==> src/rtl/alu_arm_mc_if.sv <==
// Request/result bundle between the operand read stage and the multi-cycle ALU.
// master drives start/op/operands; slave returns out/wr/done/busy and NZCV.
interface alu_arm_mc_if #(
  parameter int W = 32
);
  logic         start;
  logic [3:0]   op;
  logic         mul;
  logic         acc;
  logic         s;
  logic         shc;
  logic [W-1:0] da;
  logic [W-1:0] db;
  logic [W-1:0] dc;
  logic [W-1:0] out;
  logic         wr;
  logic         done;
  logic         busy;
  logic         NF;
  logic         CF;
  logic         ZF;
  logic         VF;

  modport master (
    output start, op, mul, acc, s, shc, da, db, dc,
    input  out, wr, done, busy, NF, CF, ZF, VF
  );

  modport slave (
    input  start, op, mul, acc, s, shc, da, db, dc,
    output out, wr, done, busy, NF, CF, ZF, VF
  );
endinterface

==> src/rtl/alu_arm_mc.sv <==
// ARM execute ALU: single-cycle DP ops, shift-add MUL/MLA, NZCV register.
// Ports: clk, rst_n (async low), alu (slave: start/op/operands in, out/wr/done/busy/flags out).
module alu_arm_mc #(
  parameter int W = 32
) (
  input  logic        clk,
  input  logic        rst_n,
  alu_arm_mc_if.slave alu
);
  localparam int CW = (W > 2) ? $clog2(W) : 1;
  localparam logic [CW-1:0] LAST = CW'(W - 1);

  typedef enum logic {S_IDLE, S_MUL} state_t;

  state_t        st;
  logic [W-1:0]  mcand;
  logic [W-1:0]  mplr;
  logic [W-1:0]  accr;
  logic [CW-1:0] cnt;
  logic          ms;

  logic [W-1:0] x;
  logic [W-1:0] y;
  logic         cin;
  logic         arith;
  logic [W-1:0] lres;
  logic [W:0]   sum;
  logic [W-1:0] res;
  logic         cres;
  logic         vres;
  logic         test;
  logic [W-1:0] mstep;

  // Subtractions reuse the adder as x + ~y + c, so C is "not borrow".
  always_comb begin
    x     = '0;
    y     = '0;
    cin   = 1'b0;
    arith = 1'b0;
    lres  = '0;
    unique case (alu.op)
      4'h0, 4'h8: lres = alu.da & alu.db;
      4'h1, 4'h9: lres = alu.da ^ alu.db;
      4'h2, 4'hA: begin
        arith = 1'b1; x = alu.da; y = ~alu.db; cin = 1'b1;
      end
      4'h3: begin
        arith = 1'b1; x = alu.db; y = ~alu.da; cin = 1'b1;
      end
      4'h4, 4'hB: begin
        arith = 1'b1; x = alu.da; y = alu.db;
      end
      4'h5: begin
        arith = 1'b1; x = alu.da; y = alu.db; cin = alu.CF;
      end
      4'h6: begin
        arith = 1'b1; x = alu.da; y = ~alu.db; cin = alu.CF;
      end
      4'h7: begin
        arith = 1'b1; x = alu.db; y = ~alu.da; cin = alu.CF;
      end
      4'hC: lres = alu.da | alu.db;
      4'hD: lres = alu.db;
      4'hE: lres = alu.da & ~alu.db;
      4'hF: lres = ~alu.db;
      default: lres = '0;
    endcase
  end

  assign sum   = {1'b0, x} + {1'b0, y} + (W+1)'(cin);
  assign res   = arith ? sum[W-1:0] : lres;
  assign cres  = arith ? sum[W] : alu.shc;
  assign vres  = arith ? ((x[W-1] == y[W-1]) && (sum[W-1] != x[W-1]))
                       : alu.VF;
  assign test  = (alu.op[3:2] == 2'b10);
  assign mstep = mplr[0] ? accr + mcand : accr;

  always_ff @(posedge clk or negedge rst_n) begin
    if (!rst_n) begin
      st       <= S_IDLE;
      mcand    <= '0;
      mplr     <= '0;
      accr     <= '0;
      cnt      <= '0;
      ms       <= 1'b0;
      alu.out  <= '0;
      alu.wr   <= 1'b0;
      alu.done <= 1'b0;
      alu.busy <= 1'b0;
      alu.NF   <= 1'b0;
      alu.CF   <= 1'b0;
      alu.ZF   <= 1'b0;
      alu.VF   <= 1'b0;
    end else begin
      alu.done <= 1'b0;
      unique case (st)
        S_IDLE: begin
          if (alu.start && alu.mul) begin
            mcand    <= alu.da;
            mplr     <= alu.db;
            accr     <= alu.acc ? alu.dc : '0;
            cnt      <= '0;
            ms       <= alu.s;
            alu.busy <= 1'b1;
            st       <= S_MUL;
          end else if (alu.start) begin
            alu.done <= 1'b1;
            alu.wr   <= !test;
            if (!test) alu.out <= res;
            if (alu.s || test) begin
              alu.NF <= res[W-1];
              alu.ZF <= (res == '0);
              alu.CF <= cres;
              alu.VF <= vres;
            end
          end
        end
        S_MUL: begin
          accr  <= mstep;
          mcand <= mcand << 1;
          mplr  <= mplr >> 1;
          cnt   <= cnt + 1'b1;
          if (cnt == LAST) begin
            alu.out  <= mstep;
            alu.wr   <= 1'b1;
            alu.done <= 1'b1;
            alu.busy <= 1'b0;
            st       <= S_IDLE;
            if (ms) begin
              alu.NF <= mstep[W-1];
              alu.ZF <= (mstep == '0);
            end
          end
        end
        default: st <= S_IDLE;
      endcase
    end
  end
endmodule
==> src/flat_wrapper.sv <==
// flat-port wrapper written by rule: the top's interface ports become plain ports
module alu_arm_mc_flat 
#(
  parameter int W = 32
)
  (clk, rst_n, alu_start, alu_op, alu_mul, alu_acc, alu_s, alu_shc, alu_da, alu_db, alu_dc, alu_out, alu_wr, alu_done, alu_busy, alu_NF, alu_CF, alu_ZF, alu_VF);
  alu_arm_mc_if #(.W(W)) alu_i ();
  input  logic clk;
  input  logic rst_n;
  input wire logic [$bits(alu_i.start)-1:0] alu_start;
  input wire logic [$bits(alu_i.op)-1:0] alu_op;
  input wire logic [$bits(alu_i.mul)-1:0] alu_mul;
  input wire logic [$bits(alu_i.acc)-1:0] alu_acc;
  input wire logic [$bits(alu_i.s)-1:0] alu_s;
  input wire logic [$bits(alu_i.shc)-1:0] alu_shc;
  input wire logic [$bits(alu_i.da)-1:0] alu_da;
  input wire logic [$bits(alu_i.db)-1:0] alu_db;
  input wire logic [$bits(alu_i.dc)-1:0] alu_dc;
  output wire logic [$bits(alu_i.out)-1:0] alu_out;
  output wire logic [$bits(alu_i.wr)-1:0] alu_wr;
  output wire logic [$bits(alu_i.done)-1:0] alu_done;
  output wire logic [$bits(alu_i.busy)-1:0] alu_busy;
  output wire logic [$bits(alu_i.NF)-1:0] alu_NF;
  output wire logic [$bits(alu_i.CF)-1:0] alu_CF;
  output wire logic [$bits(alu_i.ZF)-1:0] alu_ZF;
  output wire logic [$bits(alu_i.VF)-1:0] alu_VF;
  assign alu_i.start = alu_start;
  assign alu_i.op = alu_op;
  assign alu_i.mul = alu_mul;
  assign alu_i.acc = alu_acc;
  assign alu_i.s = alu_s;
  assign alu_i.shc = alu_shc;
  assign alu_i.da = alu_da;
  assign alu_i.db = alu_db;
  assign alu_i.dc = alu_dc;
  assign alu_out = alu_i.out;
  assign alu_wr = alu_i.wr;
  assign alu_done = alu_i.done;
  assign alu_busy = alu_i.busy;
  assign alu_NF = alu_i.NF;
  assign alu_CF = alu_i.CF;
  assign alu_ZF = alu_i.ZF;
  assign alu_VF = alu_i.VF;
  alu_arm_mc #(.W(W)) u_core (.clk(clk), .rst_n(rst_n), .alu(alu_i));
endmodule
==> config.mk <==
export PLATFORM = sky130hd
export DESIGN_NAME = alu_arm_mc_flat
export DESIGN_NICKNAME = d
export VERILOG_FILES = /design/src/rtl/alu_arm_mc_if.sv /design/src/rtl/alu_arm_mc.sv /design/src/flat_wrapper.sv
export SDC_FILE = /design/constraint.sdc
export NUM_CORES = 1
export LEC_CHECK = 0
export BUFFER_PORTS_ARGS = -buffer_cell sky130_fd_sc_hd__buf_2
export CORE_MARGIN = 2
export CORE_UTILIZATION = 62
export CTS_BUF_LIST = sky130_fd_sc_hd__clkbuf_8
export DETAILED_ROUTE_END_ITERATION = 8
export PLACE_DENSITY_LB_ADDON = 0.3
export SYNTH_ARGS = -nofsm -noshare
export SYNTH_HDL_FRONTEND = slang
export SYNTH_SLANG_ARGS = --single-unit
==> constraint.sdc <==
create_clock -name clk -period 4.9 [get_ports clk]
set_clock_uncertainty 0.2 [all_clocks]
set_input_delay 0.49 -clock clk [delete_from_list [all_inputs] [get_ports clk]]
set_output_delay 0.49 -clock clk [all_outputs]
set_load 0.02 [all_outputs]
# ---- Yosys cells after proc, flatten, opt, wreduce, memory -nomap -nowiden
# Cells that the tools add are included.
dict set report totals {
  regBits 142
  inputBits 107
  output_inout_bits 39
}
dict set report op_classes {
  addsub 4
  n_eq_ne 26
  muxes 48
  bitwise_logic 8
  reduce_logical 23
}
# operator count
set op_table {}
lappend op_table {{$mux W32} 10}
lappend op_table {{$pmux W32 S2} 5}
lappend op_table {{$pmux W32 S6} 1}
lappend op_table {{$pmux W32 S3} 1}
lappend op_table {{$and A32 B32 Y32} 2}
lappend op_table {{$logic_not A32 Y1} 2}
lappend op_table {{$not A32 Y32} 2}
lappend op_table {{$add A32 B32 Y33} 1}
lappend op_table {{$add A33 B1 Y33} 1}
lappend op_table {{$add A32 B32 Y32} 1}
lappend op_table {{$eq A4 B4 Y1 const B} 8}
lappend op_table {{$or A32 B32 Y32} 1}
lappend op_table {{$xor A32 B32 Y32} 1}
lappend op_table {{$mux W1} 22}
lappend op_table {{$eq A4 B3 Y1 const B} 4}
lappend op_table {{$pmux W1 S2} 7}
lappend op_table {{$reduce_or A3 Y1} 4}
lappend op_table {{$ne A2 B2 Y1 const B} 5}
lappend op_table {{$pmux W5 S2} 1}
lappend op_table {{$reduce_and A5 Y1} 2}
lappend op_table {{$eq A4 B2 Y1 const B} 2}
lappend op_table {{$reduce_and A4 Y1} 2}
lappend op_table {{$reduce_or A8 Y1} 1}
lappend op_table {{$reduce_or A2 Y1} 3}
lappend op_table {{16 further kinds} 20}

# ---- Depth between registers and ports, before layout
# Gate-level depths: netlist of run 1.
dict set report depth {
  depth_word 11
  mapped_depth 22
}

# ---- Worst setup path before layout of run 1
# No wires, ideal clock.
dict set report synth_path {
  path_kind {input to register}
  startpoint {in alu_op[3]}
  endpoint {reg u_core.alu.ZF}
  setup_time_ps 104
  arrival_ps 4718
  required_ps 4596
  path_slack_ps -122
  cell_stages 20
  n_path_buf 3
  path_cell_list {clkbuf_1 clkbuf_1 nand2_1 o22ai_1 nand2b_1 clkbuf_1 a22oi_1 fa_1 fa_1 nor2b_1 o2111ai_1 a21o_1 a311o_1 nand3b_1 mux2_2 nor3_1 o2111ai_1 nor4_1 a21oi_1 o41ai_2}
}
dict set report synth_via {
  elab_chain_cells 11
  elab_cells_between_ends 42
  classes_between {2 x add/sub; 17 x eq/ne; 10 x mux; 13 x reduce/logical}
}
# item line
set synth_lines {}
lappend synth_lines {{start, declared} flat_wrapper.sv:11} ;# input wire logic [$bits(alu_i.op)-1:0] alu_op;
lappend synth_lines {{$eq A4 B2 Y1 (tied with other cells)} alu_arm_mc.sv:41} ;# unique case (alu.op)
lappend synth_lines {{$reduce_or A6 Y1 (no source line) (tied with other cells)} --}
lappend synth_lines {{$pmux W32 S2 / $pmux W32 S3 (equally long branches)} alu_arm_mc.sv:41}
lappend synth_lines {{$add A32 B32 Y33} alu_arm_mc.sv:70} ;# assign sum = {1'b0, x} + {1'b0, y} + (W+1)'(cin);
lappend synth_lines {{$add A33 B1 Y33} alu_arm_mc.sv:70}
lappend synth_lines {{$mux W32} alu_arm_mc.sv:71} ;# assign res = arith ? sum[W-1:0] : lres;
lappend synth_lines {{$logic_not A32 Y1} alu_arm_mc.sv:112} ;# alu.ZF <= (res == '0);
lappend synth_lines {{$mux W1} alu_arm_mc.sv:110} ;# if (alu.s || test) begin
lappend synth_lines {{$mux W1} alu_arm_mc.sv:106} ;# end else if (alu.start) begin
lappend synth_lines {{$mux W1} alu_arm_mc.sv:98} ;# if (alu.start && alu.mul) begin
lappend synth_lines {{$pmux W1 S2} alu_arm_mc.sv:96} ;# unique case (st)
lappend synth_lines {{end signal, assigned} alu_arm_mc.sv:112}
lappend synth_lines {{end signal, assigned} alu_arm_mc.sv:131} ;# alu.ZF <= (mstep == '0);
lappend synth_lines {{end, declared} alu_arm_mc_if.sv:31} ;# output out, wr, done, busy, NF, CF, ZF, VF
# Parallel ways exist; a longest one is shown, timed or not. The select of a mux whose other input is x is not followed.
# A chain may end at the register's enable or synchronous reset.

# ---- Worst setup path after layout of run 1
# Ends and elaborated chain as after synthesis.

==> results of run 1 <==
cell type report:
| class | instances | area, µm² | share of cell area (%) |
|---|---|---|---|
| multi-input combinational | 1420 | 9440 | 61.5 |
| inverter | 91 | 342 | 2.22 |
| clock inverter | 15 | 149 | 0.970 |
| antenna | 1 | 2.50 | 0.0163 |
| sequential | 142 | 3560 | 23.2 |
| timing repair buffer | 218 | 1280 | 8.35 |
| clock buffer | 17 | 234 | 1.52 |
| tap | 280 | 350 | 2.28 |
per-layer routing:
| layer | vias to the layer above | wire length (µm) |
|---|---|---|
| met3 | 137 | 5500 |
| met5 | - | 0 |
| met1 | 6896 | 20100 |
| met4 | 0 | 1690 |
| li1 | 6773 | - |
| met2 | 897 | 20600 |
worst max-delay path, cell delays in order:
cell	delay, ps
buf_2	120
nand2b_1	160
o22ai_2	170
buf_4	290
a21oi_1	140
fa_1	480
fa_1	420
nor2b_1	160
o2111ai_1	190
a21o_1	260
a311o_1	370
nand3b_1	110
mux2_2	340
nor3_1	310
o2111ai_1	170
nor4_1	310
a21oi_1	170
o41ai_2	70
sequential cells by signal, indices dropped and copies added (netlist names):
| register | count |
|---|---|
| u_core.alu.NF | 1 |
| u_core.alu.busy | 1 |
| u_core.ms | 1 |
| u_core.alu.VF | 1 |
| u_core.alu.done | 1 |
| u_core.alu.out | 32 |
| u_core.st | 1 |
| u_core.accr | 32 |
| u_core.cnt | 5 |
| u_core.alu.ZF | 1 |
| u_core.alu.CF | 1 |
| u_core.mcand | 32 |
| u_core.mplr | 32 |
| u_core.alu.wr | 1 |
report_power, final:
| part | leakage [nW] | internal [mW] | switching [mW] |
|---|---|---|---|
| clock | 0.199 | 0.380 | 0.580 |
| sequential | 1.74 | 1.69 | 0.434 |
| combinational | 5.39 | 1.81 | 2.77 |
what timing repair did:
| item | in CTS | in global routing |
|---|---|---|
| endpoints found under the setup margin | 0 | 1 |
| hold buffers | 1 | 0 |
| resized for setup | 0 | 2 |
| buffers inserted | 0 | 0 |
| hold endpoints to repair | 72 | 0 |
cells by family (layout without fill, tap and decap cells):
group                    count (synthesis)  in the layout
multiplexers                           108            108
AND/OR/NAND/NOR                        535            535
flip-flops                             142            142
other                                    0              1
buffers and inverters                  214            341
XOR/XNOR                                52             52
adder cells (fa/ha/maj)                 99             99
AO/OA/AOI/OAI                          626            626
per-stage QoR:
| step | TNS (ps) | hold WS [ps] | std cells | cell area, µm² | utilization (%) |
|---|---|---|---|---|---|
| 2_1_floorplan | 0 | -5.59 | 1776 | 13800 | - |
| 3_3_place_gp | 0 | 257 | 2150 | 15000 | 68.5 |
| 3_5_place_dp | -103 | 272 | 2150 | 15000 | 68.5 |
| 4_1_cts | 0 | 73.3 | 2183 | 15300 | 70.3 |
| 5_1_grt | 0 | 73.0 | 2184 | 15400 | 70.4 |
| 6_report | 0 | 83.3 | 2184 | 15400 | 70.4 |
cells in the mapped netlist (17+ instances only):
cell type / number / area, µm²
mux2i_1: 91 / 911
nand3_1: 39 / 195
and3_1: 39 / 244
ha_1: 96 / 1200
o21a_1: 22 / 165
nor2b_1: 17 / 106
o21ai_0: 176 / 881
inv_1: 90 / 338
nor2_1: 105 / 394
a211oi_1: 39 / 293
nand2_1: 239 / 897
xnor2_1: 25 / 219
a31oi_1: 21 / 131
a21oi_1: 140 / 701
dfrtp_1: 142 / 3550
o221ai_1: 34 / 298
a21o_1: 32 / 240
clkbuf_1: 103 / 387
xor2_1: 27 / 236
worst paths after layout:
| check | to | slack [ps] | cells after the start |
|---|---|---|---|
| max | u_core.alu.ZF | 310 | 18 |
| max reg2reg | u_core.alu.ZF | 330 | 17 |
| min in group asynchronous | u_core.mplr[7] | 450 | 2 |
| min reg2reg | u_core.mplr[2] | 300 | 2 |
| min | u_core.accr[1] | 80 | 2 |
| max in group asynchronous | u_core.st | 3010 | 3 |
==> reports/qor.csv, run 1 <==
metric;value;unit
core_area;21800;µm²
yosys_warnings;0;
clk_latency;480;ps
fmax;218;MHz
grt_most_used_layer;met2;
maxCapViolCount;0;
ys_ff_latch;142;
synthCells;1776;
worstSetupEndpointType;flip-flop;
crit_required;5060;ps
grt_pass1_wl;75800;µm
clkTransAtPathRegs;110;ps
place_congestion;1.04;
reg2reg_from;u_core.alu.CF;
power.density;499;nW/µm²
firstDrtPassIters;6;
cts.sinks;142;
initial_core_util;63.1;%
ctsRootBufferMaster;clkbuf_8;
synthMuxAreaShare;8.04;%
io_pins;146;
ant_nets;0;
post_drt_wl_per_cell;21.9;µm
rows;54;
synthAdderAreaFrac;9.16;%
synthesis.nets;1982;
grt_use_met2;60.7;%
synth-simple-area-share;18.0;%
critPathArrivalTime;4740;ps
numPortBuffers;145;
crit_fanout;18;
met3_usage;8.19;%
finalCriticalPeriod;4590;ps
startpoint_type;input port;
worstSetupPathType;input port to flip-flop;
max_slew_margin;24.9;%
synth_compound_area_share;29.7;%
synthXorXnorAreaFrac;3.31;%
ir_drop;294;µV
via_per_inst;6.73;
worstHoldPathType;input port to flip-flop;
status;completed;
place_worst_setup_slack;-103;ps
overflow;0;
die_h;153;µm
power;7.66;mW
final_cell_mix;nand2_1, o21ai_0, buf_2;
grt_pass1_vias;13743;
synth_edf_count;0;
antenna_found_initial;1;
dieArea;23400;µm²
grt_start_max_net_pins;88;
area_growth;11.6;%
fillCellCount;1814;
netlist_area;13800;µm²
drive_gt1_share;15.2;%
htree_num_levels;4;
drtIter0Drc;1806;
synth_top_family_by_area;compound AO/OA/AOI/OAI gates;
maxSlewViolCount;0;
gr-usage-met1;58.1;%
synth_area_per_cell;7.75;µm²
yosysUniqueCellTypes;87;
nets;2096;
p_leak;7.33;nW
cp-startpoint;alu_op[3];
hold_start;alu_dc[1];
gr-usage-all-layers;40.4;%
period_share;93.6;%
die_x;153;µm
worst_pin_slew;1130;ps
cts_buffer_depth;2;
yosysSeqAreaShare;25.8;%
cts_tree;done;
rsz0062_at_grt;false;
async_flop_share;100;%
drt-total-wl;47900;µm
finalSetupViolations;0;
dp_hpwl;35700;µm
synth-main-ff-cell;dfrtp_1;
vias;14703;
worst_slack;314;ps
final_common_cell;nand2_1;
drc_errors;0;
cts_buffers;17;
hold_viol;0;
Power figures use the tool's default switching activity.
==> run 2, diff against run 1 <==
--- a/config.mk
+++ b/config.mk
@@ -5,9 +5,10 @@
 export SDC_FILE = /design/constraint.sdc
 export NUM_CORES = 1
 export LEC_CHECK = 0
+export ABC_AREA = 1
 export BUFFER_PORTS_ARGS = -buffer_cell sky130_fd_sc_hd__buf_2
 export CORE_MARGIN = 2
-export CORE_UTILIZATION = 62
+export CORE_UTILIZATION = 63
 export CTS_BUF_LIST = sky130_fd_sc_hd__clkbuf_8
 export DETAILED_ROUTE_END_ITERATION = 8
 export PLACE_DENSITY_LB_ADDON = 0.3
==> reports/qor.csv, run 2 <==
metric;value;unit;change
cts_tree;done;;
postLayoutCoreUtil;69.8;%;-0.59 points
maxSlewViolCount;0;;unchanged
synthCells;2433;;+37%
yosysSeqAreaShare;24.5;%;-1.3 points
rsz0062_at_grt;false;;
synth.most_common_cell;nand2_1;;
cts.sinks;142;;unchanged
dieArea;24300;µm²;+3.7%
ctsRootBufferMaster;clkbuf_8;;
worst_pin_slew;1170;ps;+41.9 ps
crit_required;5090;ps;+30 ps
dp_hpwl;40400;µm;+13%
vias;17058;;+16%
ys_ff_latch;142;;unchanged
drc_errors;0;;unchanged
combPwrFrac;58.4;%;-1.4 points
grt_pass1_vias;15426;;+12%
yosys_warnings;0;;unchanged
fillCellCount;2065;;+14%
synth_compound_area_share;14.7;%;-15 points
synth.top_cell.area_share;24.5;%;-1.3 points
p_sw;3.78;mW;-0.20%
area_growth;8.78;%;
synthXorXnorAreaFrac;0.905;%;-2.4 points
numPortBuffers;145;;unchanged
power.density;456;nW/µm²;-8.6%
synth-main-ff-cell;dfrtp_1;;
gr-usage-all-layers;42.7;%;+2.3 points
place_congestion;1.07;;+3.2%
final_common_cell;nand2_1;;
die_x;156;µm;+1.8%
power.internal;3.43;mW;-12%
crit_fanout;32;;+14
critPathArrivalTime;4170;ps;-570 ps
crit_path_top_delay_cell;fa_1;;
netlist_area;14500;µm²;+5.5%
grt_start_max_net_pins;111;;+26%
antenna_found_initial;1;;unchanged
via_per_inst;6.03;;-10%
maxCapViolCount;0;;unchanged
ant_nets;0;;unchanged
ctsResizeCount;0;;unchanged
p_leak;8.81;nW;+20%
fmax;252;MHz;+15%
final_cell_mix;nand2_1, inv_1, nand3_1;;
drt-total-wl;52000;µm;+8.6%
synth_area_per_cell;5.97;µm²;-23%
synthMuxAreaShare;0.0689;%;-8.0 points
synth-simple-area-share;38.2;%;+20 points
io_pins;146;;unchanged
synth_top_family_by_area;simple AND/OR/NAND/NOR gates;;
overflow;0;;unchanged
critical_path.max_stage_delay;470;ps;about the same
hold_viol;0;;unchanged
max_slew_margin;22.0;%;-2.9 points
initial_core_util;64.1;%;+1.1 points
totalNegativeSetupSlack;0;ps;unchanged
clk_latency;460;ps;-20 ps
cts_buffer_depth;2;;unchanged
firstDrtPassIters;6;;unchanged
die_h;156;µm;+1.8%
finalCriticalPeriod;3980;ps;-611 ps
yosysUniqueCellTypes;43;;-51%
clkTransAtPathRegs;90;ps;-20 ps
startpoint_type;input port;;
grt_pass1_wl;81800;µm;+7.8%
worstSetupEndpointType;flip-flop;;
nets;2736;;+31%
synth_edf_count;0;;unchanged
synth_area_leader_cell;dfrtp_1;;
core_area;22600;µm²;+3.7%
finalSetupViolations;0;;unchanged
ir_drop;272;µV;-7.4%
p_sw_share;52.4;%;+3.1 points
ys_top_cells_by_area;dfrtp_1, nand2_1, inv_1;;
rows;55;;+1.9%
drive_gt1_share;8.57;%;-6.6 points
drtIter0Drc;2408;;+33%
synthTopCellsByCount;nand2_1, inv_1, nand3_1;;
seqCellArea;3550;µm²;about the same
worstSetupPathType;input port to flip-flop;;
seqPwrFrac;28.6;%;+0.9 points
multi_input_area;9100;µm²;-3.5%
worstHoldPathType;input port to flip-flop;;
status;completed;;
post_drt_wl_per_cell;18.4;µm;-16%
async_flop_share;100;%;unchanged
period_share;81.1;%;-12 points
cts_buffers;17;;unchanged
path_common_cell;nand2_1;;
clkPwrFrac;13.0;%;+0.5 points
synthesis.nets;2639;;+33%
htree_num_levels;4;;unchanged
synthAdderAreaFrac;8.69;%;-0.48 points
[run 2: cell families after synthesis]
logic type               after synthesis
AO/OA/AOI/OAI                        323
buffers and inverters                490
multiplexers                           1
flip-flops                           142
adder cells (fa/ha/maj)               99
AND/OR/NAND/NOR                     1363
XOR/XNOR                              15
[run 2: through the flow]
step	worst slack, ps	hold WS [ps]	std cells	area [µm²]	power, mW
after detailed placement	586	272	2795	15400	6.13
after floorplan	1300	-5.59	2433	14500	4.87
final	925	48.3	2829	15800	7.20
after global routing	545	55.3	2828	15800	7.73
after CTS	1040	35.0	2828	15800	7.07
after global placement	723	264	2795	15400	5.99
[run 2: timing repair]
action / 4_1_cts / 5_1_grt
setup buffers: 0 / 0
endpoints found under the hold margin: 11 / 0
hold buffers: 1 / 0
[run 2: worst max-delay path, delay by kind of cell]
kind                     cells  cell delay, ps
adder cells (fa/ha/maj)      2             920
buffers and inverters        6             870
AO/OA/AOI/OAI                2             210
AND/OR/NAND/NOR             18            1660
[run 2: cell type report]
class | count | area share, %
flip-flops and latches | 142 | 22.5
inverters | 407 | 9.68
repair buffers | 161 | 5.49
multi-input cells | 1801 | 57.6
clock inverters | 15 | 0.943
diodes | 1 | 0.0158
clock buffers | 17 | 1.48
well taps | 285 | 2.26
[run 2: power groups by stage]
stage          logic (mW)  clock network (mW)  registers [mW]
2_1_floorplan        2.77                   0            2.10
3_3_place_gp         3.96                   0            2.03
3_5_place_dp         4.08                   0            2.05
4_1_cts              4.10               0.938            2.03
5_1_grt              4.66               0.984            2.09
6_report             4.21               0.938            2.06
[run 2: final timing paths]
check / slack [ps] / start / end / cells past startpoint
worst max-delay path: 920 / alu_op[3] / u_core.alu.ZF / 28
worst min-delay path: 50 / alu_dc[3] / u_core.accr[3] / 3
worst max register to register: 1560 / u_core.alu.CF / u_core.alu.ZF / 20
worst min register to register: 290 / u_core.ms / u_core.ms / 2
max in group asynchronous: 2870 / rst_n / u_core.alu.NF / 3
min in group asynchronous: 540 / rst_n / u_core.alu.done / 2
[run 2: per-layer routing]
metal | wire length, µm | global-route usage (%)
met5 | 0 | 0
met4 | 1960 | 15.5
met3 | 6560 | 8.03
met2 | 22400 | 65.7
met1 | 21100 | 60.1
==> run 3, diff against run 2 <==
--- a/config.mk
+++ b/config.mk
@@ -8,7 +8,7 @@
 export ABC_AREA = 1
 export BUFFER_PORTS_ARGS = -buffer_cell sky130_fd_sc_hd__buf_2
 export CORE_MARGIN = 2
-export CORE_UTILIZATION = 63
+export CORE_UTILIZATION = 57
 export CTS_BUF_LIST = sky130_fd_sc_hd__clkbuf_8
 export DETAILED_ROUTE_END_ITERATION = 8
 export PLACE_DENSITY_LB_ADDON = 0.3
==> constraint.sdc (replaced) <==
create_clock -name clk -period 3.65 [get_ports clk]
set_clock_uncertainty 0.2 [all_clocks]
set_input_delay 0.365 -clock clk [delete_from_list [all_inputs] [get_ports clk]]
set_output_delay 0.365 -clock clk [all_outputs]
set_load 0.02 [all_outputs]
==> reports/qor.csv, run 3 (synthesis gave the netlist of run 2 again) <==
metric;value;unit;change
reg2reg_from;u_core.alu.CF;;
critical_path.max_stage_delay;440;ps;-30 ps
via_per_inst;5.78;;-4.2%
maxSlewViolCount;0;;unchanged
grt_pass1_vias;16084;;+4.3%
clk_latency;470;ps;about the same
hold_viol;0;;unchanged
final_cell_mix;nand2_1, inv_1, nand3_1;;
htree_num_levels;4;;unchanged
nets;2904;;+6.1%
dieArea;26800;µm²;+10%
cts_buffer_depth;2;;unchanged
post-cts-setup-buffers;0;;unchanged
fmax;294;MHz;
drc_errors;0;;unchanged
finalSetupViolations;0;;unchanged
die_h;164;µm;+5.0%
worstReg2RegEnd;u_core.alu.ZF;;
worst_slack;245;ps;-680 ps
crit_fanout;4;;-88%
clkTransAtPathRegs;80;ps;about the same
initial_core_util;57.8;%;-6.3 points
crit_path_top_delay_cell;fa_1;;
totalNegativeSetupSlack;0;ps;unchanged
worst_pin_slew;1140;ps;-26.6 ps
gr-usage-all-layers;40.6;%;-2.1 points
crit_required;3850;ps;-1240 ps
core_area;25100;µm²;+11%
grt_pass1_wl;85300;µm;+4.4%
overflow;0;;unchanged
critPathArrivalTime;3610;ps;-560 ps
worstHoldPathType;input port to flip-flop;;
place_worst_setup_slack;-181;ps;-767 ps
final_common_cell;nand2_1;;
p_leak;9.64;nW;+9.4%
reg2reg_slack;430;ps;-1130 ps
drive_gt1_share;13.3;%;+4.7 points
dp_hpwl;42400;µm;+5.0%
rows;58;;+5.5%
max_slew_margin;23.7;%;+1.7 points
antenna_found_initial;1;;unchanged
power.density;580;nW/µm²;+27%
cts.sinks;142;;unchanged
fillCellCount;2296;;+11%
worstSetupEndpointType;flip-flop;;
status;completed;;
drt-total-wl;54000;µm;+3.8%
worstSetupPathType;input port to flip-flop;;
area_growth;19.1;%;
cp-startpoint;alu_op[3];;
cts_tree;done;;
grt_start_max_net_pins;70;;-37%
rsz0062_at_grt;false;;
insertedDiodeCount;0;;-1
io_pins;146;;unchanged
place_congestion;1.04;;-2.8%
hold_start;alu_da[3];;
startpoint_type;input port;;
numPortBuffers;145;;unchanged
min_to;u_core.mcand[3];;
ant_nets;0;;unchanged
reg2regPathDepth;22;;+10%
vias;17569;;+3.0%
firstDrtPassIters;6;;unchanged
drtIter0Drc;2401;;-0.29%
post_drt_wl_per_cell;17.8;µm;-3.4%
cts_buffers;17;;unchanged
hold_depth;3;;unchanged
period_share;93.3;%;
maxCapViolCount;0;;unchanged
path_common_cell;nand2_1;;
ctsRootBufferMaster;clkbuf_8;;
finalCriticalPeriod;3410;ps;
die_x;164;µm;+5.0%
postLayoutCoreUtil;68.9;%;-0.90 points
ir_drop;517;µV;+90%
[run 3: area by class of cell]
type | instances | area (µm²) | area share (%)
clock inverters | 12 | 160 | 0.926
well taps | 330 | 413 | 2.39
inverters | 407 | 1530 | 8.84
flip-flops and latches | 142 | 3550 | 20.6
clock buffers | 19 | 262 | 1.51
multi-input cells | 1801 | 9130 | 52.8
repair buffers | 329 | 2240 | 12.9
[run 3: worst max path at each step]
| stage | end | cells after the start |
|---|---|---|
| global route | u_core.alu.ZF | 30 |
| detailed placement | u_core.alu.ZF | 30 |
| floorplan | u_core.alu.ZF | 27 |
| global placement | u_core.alu.ZF | 27 |
| CTS | u_core.alu.ZF | 30 |
| finish | u_core.alu.ZF | 30 |
[run 3: worst max-delay path, delay by kind of cell]
family	cells	cell delay [ps]
buffers and inverters	7	670
adder cells (fa/ha/maj)	1	440
AND/OR/NAND/NOR	20	1930
AO/OA/AOI/OAI	2	200
[run 3: power breakdown]
part / internal, mW / leakage [nW] / switching [mW]
Combinational: 2.04 / 7.64 / 3.84
Sequential: 2.23 / 1.79 / 0.530
Clock: 0.713 / 0.206 / 0.675
[run 3: timing repair]
action                                  4_1_cts  5_1_grt
hold endpoints to repair                    100        0
endpoints found under the setup margin        0        2
hold buffers                                 35        0
resized for setup                             0       10
[run 3: through the flow]
step	hold WS, ps	instances	power, mW	cell area, µm²
CTS	13.8	3040	9.85	17300
detailed placement	192	2974	8.43	16500
floorplan	-131	2433	6.54	14500
finish	40.1	3040	10.0	17300
global route	44.3	3040	10.8	17300
global placement	185	2974	8.28	16500
[run 3: routing by layer]
| layer | track usage (%) | up-vias | share of wire, % |
|---|---|---|---|
| met2 | 63.4 | 949 | 44 |
| met5 | 0 | - | 0.022 |
| met3 | 5.46 | 108 | 9.7 |
| met4 | 12.4 | 2 | 2.9 |
| met1 | 58.2 | 8117 | 43 |
| li1 | - | 8393 | - |
